$ cat config.mk
export PLATFORM = sky130hd
export DESIGN_NAME = id_issue_scoreboard
export DESIGN_NICKNAME = d
export VERILOG_FILES = /design/src/rtl/id_issue_scoreboard.sv
export SDC_FILE = /design/constraint.sdc
export NUM_CORES = 1
export LEC_CHECK = 0
export CORE_ASPECT_RATIO = 0.5
export CORE_MARGIN = 8
export CORE_UTILIZATION = 55
export DETAILED_ROUTE_END_ITERATION = 8
export GPL_TIMING_DRIVEN = 0
export HOLD_SLACK_MARGIN = 0.03
export PLACE_DENSITY = 0.87
export SLEW_MARGIN = 30
export SYNTH_ARGS = -nofsm -noshare
export SYNTH_HDL_FRONTEND = slang
export SYNTH_SLANG_ARGS = --single-unit
$ cat constraint.sdc
create_clock -name clk -period 6.45 [get_ports clk]
set_input_delay 1.29 -clock clk [delete_from_list [all_inputs] [get_ports clk]]
set_output_delay 1.29 -clock clk [all_outputs]
set_load 0.05 [all_outputs]
$ cat src/rtl/id_issue_scoreboard.sv
// Issue controller: decodes register usage, tracks in-flight writes in a 32-bit scoreboard and gates issue.
// Optional `WB_BYPASS_EN lets a register being written back this cycle issue in the same cycle.
module id_issue_scoreboard #(
  parameter int MAX_OUTSTANDING = 4,
  parameter int CNT_W           = 3
) (
  input  logic             clk,
  input  logic             rst_n,
  input  logic             in_valid,
  output logic             in_ready,
  input  logic [31:0]      instruction,
  output logic             issue_valid,
  input  logic             issue_ready,
  input  logic             wb_valid,
  input  logic [4:0]       wb_rd,
  input  logic             flush,
  output logic             stall,
  output logic [31:0]      busy_mask,
  output logic [CNT_W-1:0] outstanding,
  output logic             wb_err
);

  logic [6:0]  opcode;
  logic [4:0]  rd, rs1, rs2;
  logic        uses_rs1, uses_rs2, writes_rd;
  logic [31:0] wb_hit, set_hit, clr_hit, busy_eff;
  logic        hazard, full, at_max, fire, set_any, wb_clear, wb_bad;
  logic        unused_bits;

  assign opcode      = instruction[6:0];
  assign rd          = instruction[11:7];
  assign rs1         = instruction[19:15];
  assign rs2         = instruction[24:20];
  assign unused_bits = ^{instruction[31:25], instruction[14:12]};

  always_comb begin
    uses_rs1  = 1'b0;
    uses_rs2  = 1'b0;
    writes_rd = 1'b0;
    case (opcode)
      7'b0110011: begin uses_rs1 = 1'b1; uses_rs2 = 1'b1; writes_rd = 1'b1; end
      7'b0010011,
      7'b0000011,
      7'b1100111: begin uses_rs1 = 1'b1; writes_rd = 1'b1; end
      7'b0100011,
      7'b1100011: begin uses_rs1 = 1'b1; uses_rs2 = 1'b1; end
      7'b1101111,
      7'b0110111,
      7'b0010111: writes_rd = 1'b1;
      default:    ;
    endcase
    if (rd == 5'd0) writes_rd = 1'b0;
  end

  // Per-register one-hot views of the writeback and the issuing destination; x0 never hits.
  generate
    for (genvar gi = 0; gi < 32; gi++) begin : g_hit
      if (gi == 0) begin : g_zero
        assign wb_hit[gi]  = 1'b0;
        assign set_hit[gi] = 1'b0;
      end else begin : g_reg
        assign wb_hit[gi]  = wb_valid && (wb_rd == 5'(gi));
        assign set_hit[gi] = set_any && (rd == 5'(gi));
      end
    end
  endgenerate

  assign clr_hit  = wb_hit & busy_mask;
  assign wb_clear = |clr_hit;
  assign wb_bad   = |(wb_hit & ~busy_mask);
  assign at_max   = (outstanding == CNT_W'(MAX_OUTSTANDING));

`ifdef WB_BYPASS_EN
  // Register file writes before read, so a same-cycle writeback resolves the hazard.
  assign busy_eff = busy_mask & ~wb_hit;
  assign full     = writes_rd & at_max & ~wb_clear;
`else
  assign busy_eff = busy_mask;
  assign full     = writes_rd & at_max;
`endif

  assign hazard = (uses_rs1 & busy_eff[rs1]) | (uses_rs2 & busy_eff[rs2]) | (writes_rd & busy_eff[rd]);

  assign issue_valid = rst_n & in_valid & ~hazard & ~full & ~flush;
  assign in_ready    = issue_valid & issue_ready;
  assign stall       = rst_n & in_valid & (hazard | full) & ~flush;
  assign fire        = in_valid & in_ready;
  assign set_any     = fire & writes_rd;

  always_ff @(posedge clk or negedge rst_n) begin
    if (!rst_n) begin
      busy_mask   <= '0;
      outstanding <= '0;
      wb_err      <= 1'b0;
    end else if (flush) begin
      busy_mask   <= '0;
      outstanding <= '0;
    end else begin
      // A set on the same register as a clear wins, leaving the bit busy.
      busy_mask <= (busy_mask & ~clr_hit) | set_hit;
      if (set_any && !wb_clear)
        outstanding <= outstanding + CNT_W'(1);
      else if (!set_any && wb_clear)
        outstanding <= outstanding - CNT_W'(1);
      if (wb_bad) wb_err <= 1'b1;
    end
  end

endmodule

Word level (Yosys, flattened, before mapping)
Index checks and enable logic that the tools add are counted.
{"block": "classes", "add_sub_neg": 2, "n_lt_le_gt_ge": 3, "eq_ne": 72, "n_mux": 14, "n_bitwise": 25, "n_reduce_logical": 74}
{"cell": "== test 5 bit, second input constant", "n": 32}
{"cell": "bitwise AND 32 bit", "n": 3}
{"cell": "== test 5 x 4 -> 1 bit, second input constant", "n": 16}
{"cell": "logical AND 1 bit", "n": 64}
{"cell": "inverter 32 bit", "n": 2}
{"cell": "OR reduction 32 bit", "n": 2}
{"cell": "== test 5 x 3 -> 1 bit, second input constant", "n": 8}
{"cell": "2-to-1 mux 32 bit", "n": 1}
{"cell": "bitwise OR 32 bit", "n": 1}
{"cell": "== test 7 x 6 -> 1 bit, second input constant", "n": 3}
{"cell": "== test 7 bit, second input constant", "n": 3}
{"cell": "== test 5 x 2 -> 1 bit, second input constant", "n": 4}
{"cell": "< comparator 5 x 6 -> 1 bit, second input constant", "n": 3}
{"cell": "binary-select mux 1 bit (select 5 bit)", "n": 3}
{"cell": "== test 7 x 5 -> 1 bit, second input constant", "n": 2}
{"cell": "bitwise AND 1 bit", "n": 13}
{"cell": "== test 5 x 1 -> 1 bit, second input constant", "n": 2}
{"cell": "2-to-1 mux 3 bit", "n": 3}
{"cell": "== test 7 x 2 -> 1 bit, second input constant", "n": 1}
{"cell": "2-to-1 mux 1 bit", "n": 7}
{"cell": "OR reduction 7 bit", "n": 1}
{"cell": "OR reduction 6 bit", "n": 1}
{"cell": "logical NOT 5 bit", "n": 1}
{"cell": "adder 3 x 1 -> 3 bit, second input constant", "n": 1}
{"cell": "other kinds (8)", "n": 13}
{"block": "word_totals", "regBits": 36, "in_bits": 43, "out_inout_bits": 39}

Longest topological paths before layout
{"block": "depth", "depth_word": 18, "depth_mapped": 14, "ltp_nobuf": 12}

Least setup slack after synthesis
No wires, ideal clock.
{"block": "synth_path", "kind": "input to output", "from": "input instruction[18]", "to": "output issue_valid", "t_arrival_ps": 3705, "required_ps": 5160, "slack_ps": 1455, "stages": 7, "cell_sequence": "clkbuf_1 -> mux4_2 -> nand3_1 -> nand2_2 -> o311ai_2 -> nand3_1 -> nor3_1"}
{"block": "synth_between", "elab_chain_len": 9}
{"element": "from (decl)", "line": "11", "rtl": "input logic [31:0] instruction,"}
{"element": "binary-select mux 1 bit (select 5 bit)", "line": "82", "rtl": "assign hazard = (uses_rs1 & busy_eff[rs1]) | (uses_rs2 & busy_eff[rs2]) | (writes_rd & busy_eff[rd]);"}
{"element": "2-to-1 mux 1 bit (not written as such)", "line": "82"}
{"element": "bitwise AND 1 bit", "line": "82"}
{"element": "bitwise OR 1 bit (2 in series)", "line": "82"}
{"element": "inverter 1 bit", "line": "84", "rtl": "assign issue_valid = rst_n & in_valid & ~hazard & ~full & ~flush;"}
{"element": "bitwise AND 1 bit (3 in series)", "line": "84"}
{"element": "to (decl)", "line": "12", "rtl": "output logic issue_valid,"}
Every way passes these cells. The select of a mux whose other input is x is not followed.

Worst setup path in the final report
{"block": "layout_path", "from": "input instruction[8]", "to": "output issue_valid"}
{"block": "layout_between", "elab_chain_len": 8}
{"element": "binary-select mux 1 bit (select 5 bit) or logical NOT 5 bit (tied branches)", "line": "82, 52"}
{"element": "2-to-1 mux 1 bit, on equally long branches", "line": "82, 52"}
{"element": "bitwise AND 1 bit", "line": "82"}
{"element": "bitwise OR 1 bit", "line": "82"}
{"element": "inverter 1 bit", "line": "84"}
{"element": "bitwise AND 1 bit", "line": "84"}
{"element": "bitwise AND 1 bit (*) (2 in series)", "line": "84"}
Mark *: on every way between the ends. The rest lies on a longest branch, timed or not. The select of a mux whose other input is x is not followed.

==> impl_results.md <==
- VDD IR max: 0.000119 V
- Min-Delay Endpoint: wb_err
- Vias per cell: 6.96
- Classification of the worst-slack hold path: reg -> reg
- Worst R2R End: outstanding[2]
- Die footprint: 9210 um2
- Weighted congestion reported at the end of routability-driven placement: 0.989
- Unique masters post-synth: 63
- Max Clock Freq: 184 MHz
- Critical Path Start Type: input port
- Area taken by multi-input logic gates: 2360 um2
- Floorplan core area: 6060 um2
- Proportion of synthesized chip area in sequential cells: 25.4%
- Clock-pin transition on the worst setup and hold timing paths: 0.06 ns
- Worst setup EP type: output port
- Routed length per placed instance: 23.2 um
- Number of cells traversed by the worst register-to-register path: 11
- ANT cells: 0
- Worst slew margin: 56.7%
- Slack of the worst reg-to-reg path: 3.41 ns
- Met2 wire length: 5.43 mm
- Largest fanout on the critical path: 10
- Routed wire length: 12.9 mm
- Setup TNS after final layout: 0 ns
- Buf+Inv Stages, Crit Path: 3
- Power share of the clock group: 44.7%
- Post-CTS Setup Bufs: 0
- Clock skew after layout: 0.00379 ns
- Drt pass-1 iters: 6
- Final number of max-transition violations: 0
- Internal portion of total power: 457 uW
- Seq pwr share: 34.9%
- Pre-CTS setup slack: 1.08 ns
- Min Clock Period, post-route: 5.43 ns
- Seq. cell area: 876 um2
- Number of DRC violations after detailed-routing iteration 0: 615
- Post-route setup slack: 1.02 ns
- Switching part of the total power: 28.7%
- Number of clock sinks seen by CTS: 35
- Net load switching power: 184 uW
- Required time worst endpoint: 5.16 ns
- Area fraction of the dominant cell type after synthesis: 25.4%
- Launch instance of the worst min-delay path: wb_err
- #FFs+latches synth: 35
- Data arrival time of the critical path: 4.14 ns
- Setup repair after global routing missed its margin: false
- Clk Tree Root Cell: sky130_fd_sc_hd__clkbuf_16
- R2R Path Start: busy_mask[31]
- Cell family contributing the most delay on the critical path: buffers and inverters
- Max-cap violations: 0
- Post-synthesis async set-or-reset flop share: 100%
- Critical Path Slowest Stage Cell: sky130_fd_sc_hd__clkdlybuf4s50_1
- Overflow left after global routing: 0
- First-pass GRT wire length: 20.2 mm
- Clk Latency, worst-skew pair: 0.28 ns
- Share of cells above drive strength 1: 11.4%
- Post-DP HPWL: 9.13 mm
- Post-CTS Hold Fix Bufs: 0
- Level count of the clock H-tree: 2
- Result of the run: completed
- Routed vias: 3,854
- Routed metal-1 wire length: 4.76 mm
- Number of hold violations in the final report: 0
- Vertical die dimension: 72.0 um
- Cells after Synth: 397
- Biggest cell delay along the critical path: 0.84 ns
- Initial antenna violation count: 0
- Number of placement rows: 20
- Total routing resource utilization after global routing: 28.1%
- Highest metal layer with signal wires: met4
- Tightest Pin Transition: 0.649 ns
- Critical path class: in -> out
- Total number of nets in the final design: 509
- EDFF count, synth: 0
- Biggest area consumer among synthesized cells: sky130_fd_sc_hd__dfrtp_1
- Power density cells: 147 nW/um2
- Synth Net Count: 441
- Total leakage power: 0.00171 uW
- Cts bufs inserted: 5
- Post-route ant nets: 0
- Post-route fraction of the period consumed by the critical path: 84.2%
- Final non-filler cell total: 554
- Fin area: 4350 um2
- Routed length on met3: 1.86 mm
- CTS tree: yes
- DR DRC count: 0
- Starting utilization of the core area: 56.9%
- Layout area overhead: 26.1%
- Cell Chain, Critical Path: clkdlybuf4s50_1, clkbuf_1, nor2b_1, nand2_1, a31oi_1, nand4_1, nand2_1, nand3_1, nor3_1, clkdlybuf4s50_1
- Number of gates resized after cts: 0
- Final count of negative-setup-slack endpoints: 0
- Ys flop type: sky130_fd_sc_hd__dfrtp_1
- Syn Std Cell Area: 3450 um2
- Via count of the first global-routing pass: 3,694
- Area after DPL: 4170 um2
- Mean instance size in the synthesized netlist: 8.69 um2
- Port bufs: 60
- Relative contribution of combinational cells to total power: 20.4%
- Number of primary I/O pins: 82
- Number of warnings issued by yosys: 0
- Number of buffers on the longest clock path: 2
- Largest net degree at the start of global routing: 29
- Horizontal die dimension: 128 um
- # placed instances: 546
- Cells on Worst Hold Path: 1
- FILL cells: 467
- Leading cell types by total area after synthesis: sky130_fd_sc_hd__dfrtp_1 (25%), sky130_fd_sc_hd__mux4_2 (8.5%), sky130_fd_sc_hd__mux2i_1 (6.1%)
cell families after synthesis:
| group | count (synthesis) | synth area share, % |
|---|---|---|
| other | 1 | 0.109 |
| AO/OA/AOI/OAI | 120 | 22.0 |
| adder cells (fa/ha/maj) | 1 | 0.581 |
| AND/OR/NAND/NOR | 149 | 26.7 |
| flip-flops | 35 | 25.4 |
| buffers and inverters | 48 | 6.24 |
| XOR/XNOR | 1 | 0.472 |
| multiplexers | 42 | 18.5 |
worst max path at each step:
stage	end	start	slack, ns	depth (start not counted)
floorplan	issue_valid	instruction[18]	1.45	7
global placement	in_ready	rst_n	0.88	6
detailed placement	issue_valid	instruction[9]	1.08	9
CTS	issue_valid	instruction[9]	1.07	9
global route	issue_valid	instruction[8]	0.81	10
finish	issue_valid	instruction[8]	1.02	10
cell usage after synthesis (2+ instances only):
library cell	count
sky130_fd_sc_hd__o211ai_1	3
sky130_fd_sc_hd__a222oi_1	2
sky130_fd_sc_hd__nand4_1	5
sky130_fd_sc_hd__and3_1	2
sky130_fd_sc_hd__nor3_1	5
sky130_fd_sc_hd__a21oi_1	13
sky130_fd_sc_hd__nand4b_1	4
sky130_fd_sc_hd__mux2_1	4
sky130_fd_sc_hd__a22oi_1	8
sky130_fd_sc_hd__nand4bb_1	3
sky130_fd_sc_hd__clkbuf_1	24
sky130_fd_sc_hd__a31oi_1	4
sky130_fd_sc_hd__and4b_1	4
sky130_fd_sc_hd__and4_1	2
sky130_fd_sc_hd__a221oi_1	3
sky130_fd_sc_hd__or3_1	3
sky130_fd_sc_hd__o21ai_1	17
sky130_fd_sc_hd__nor4bb_1	3
sky130_fd_sc_hd__a211oi_1	5
sky130_fd_sc_hd__o21ai_0	35
sky130_fd_sc_hd__dfrtp_1	35
sky130_fd_sc_hd__nor2_1	24
sky130_fd_sc_hd__o22ai_1	12
sky130_fd_sc_hd__nor3b_1	2
sky130_fd_sc_hd__mux4_2	13
sky130_fd_sc_hd__buf_2	7
sky130_fd_sc_hd__inv_1	11
sky130_fd_sc_hd__nand3_1	15
sky130_fd_sc_hd__mux2i_1	21
sky130_fd_sc_hd__nor2b_1	28
sky130_fd_sc_hd__buf_1	2
sky130_fd_sc_hd__nand3b_4	2
sky130_fd_sc_hd__o21ai_2	8
sky130_fd_sc_hd__nand3b_1	9
sky130_fd_sc_hd__and2_1	2
sky130_fd_sc_hd__nand2_1	23
sky130_fd_sc_hd__nand2b_1	4
sky130_fd_sc_hd__mux4_1	3
sky130_fd_sc_hd__buf_4	2
sky130_fd_sc_hd__or3b_2	2
cell usage in the layout (no fill, tap or decap), drive strengths merged, types with 4 or more instances in the layout:
master         instances
o21ai                 60
clkdlybuf4s50         59
dfrtp                 35
clkbuf                29
nor2b                 28
nor2                  24
nand2                 24
mux2i                 21
nand3                 16
mux4                  16
buf                   15
a21oi                 13
o22ai                 12
inv                   12
nand3b                11
a22oi                  8
nor3                   5
a211oi                 5
nand4                  5
mux2                   5
nand4b                 4
nand2b                 4
a31oi                  4
and4b                  4
registers in the layout, indices dropped and copies added, names as in the netlist:
register	flops
busy_mask	31
outstanding	3
wb_err	1
through the flow:
step	util (%)	power, uW	hold slack (ns)
after global routing	71.8	660	0.517
after CTS	71.8	634	0.490
after detailed placement	68.9	353	0.461
after floorplan	-	307	0.809
final	71.8	640	0.481
after global placement	68.7	350	0.468
final cells by class:
cell class              count  share of cell area (%)
multi-input cells         314                    54.2
inverters                  11                   0.950
flip-flops and latches     35                    20.1
clock inverters             3                    1.09
clock buffers               5                    2.88
well taps                  88                    2.53
plain buffers              37                    4.00
repair buffers             61                    14.2
power by group through the flow:
stage / registers (uW) / logic, uW / clock network [uW]
floorplan: 234 / 72.9 / 0
global placement: 227 / 122 / 0
detailed placement: 227 / 126 / 0
CTS: 223 / 127 / 283
global route: 223 / 139 / 297
finish: 223 / 131 / 286
layer usage:
layer  vias to the layer above  GRT usage, %
met4                         0          17.4
li1                       1640             -
met2                       352          41.3
met5                         -             0
met3                        96          9.50
met1                      1766          35.1
(Power assumes the default switching activity.)
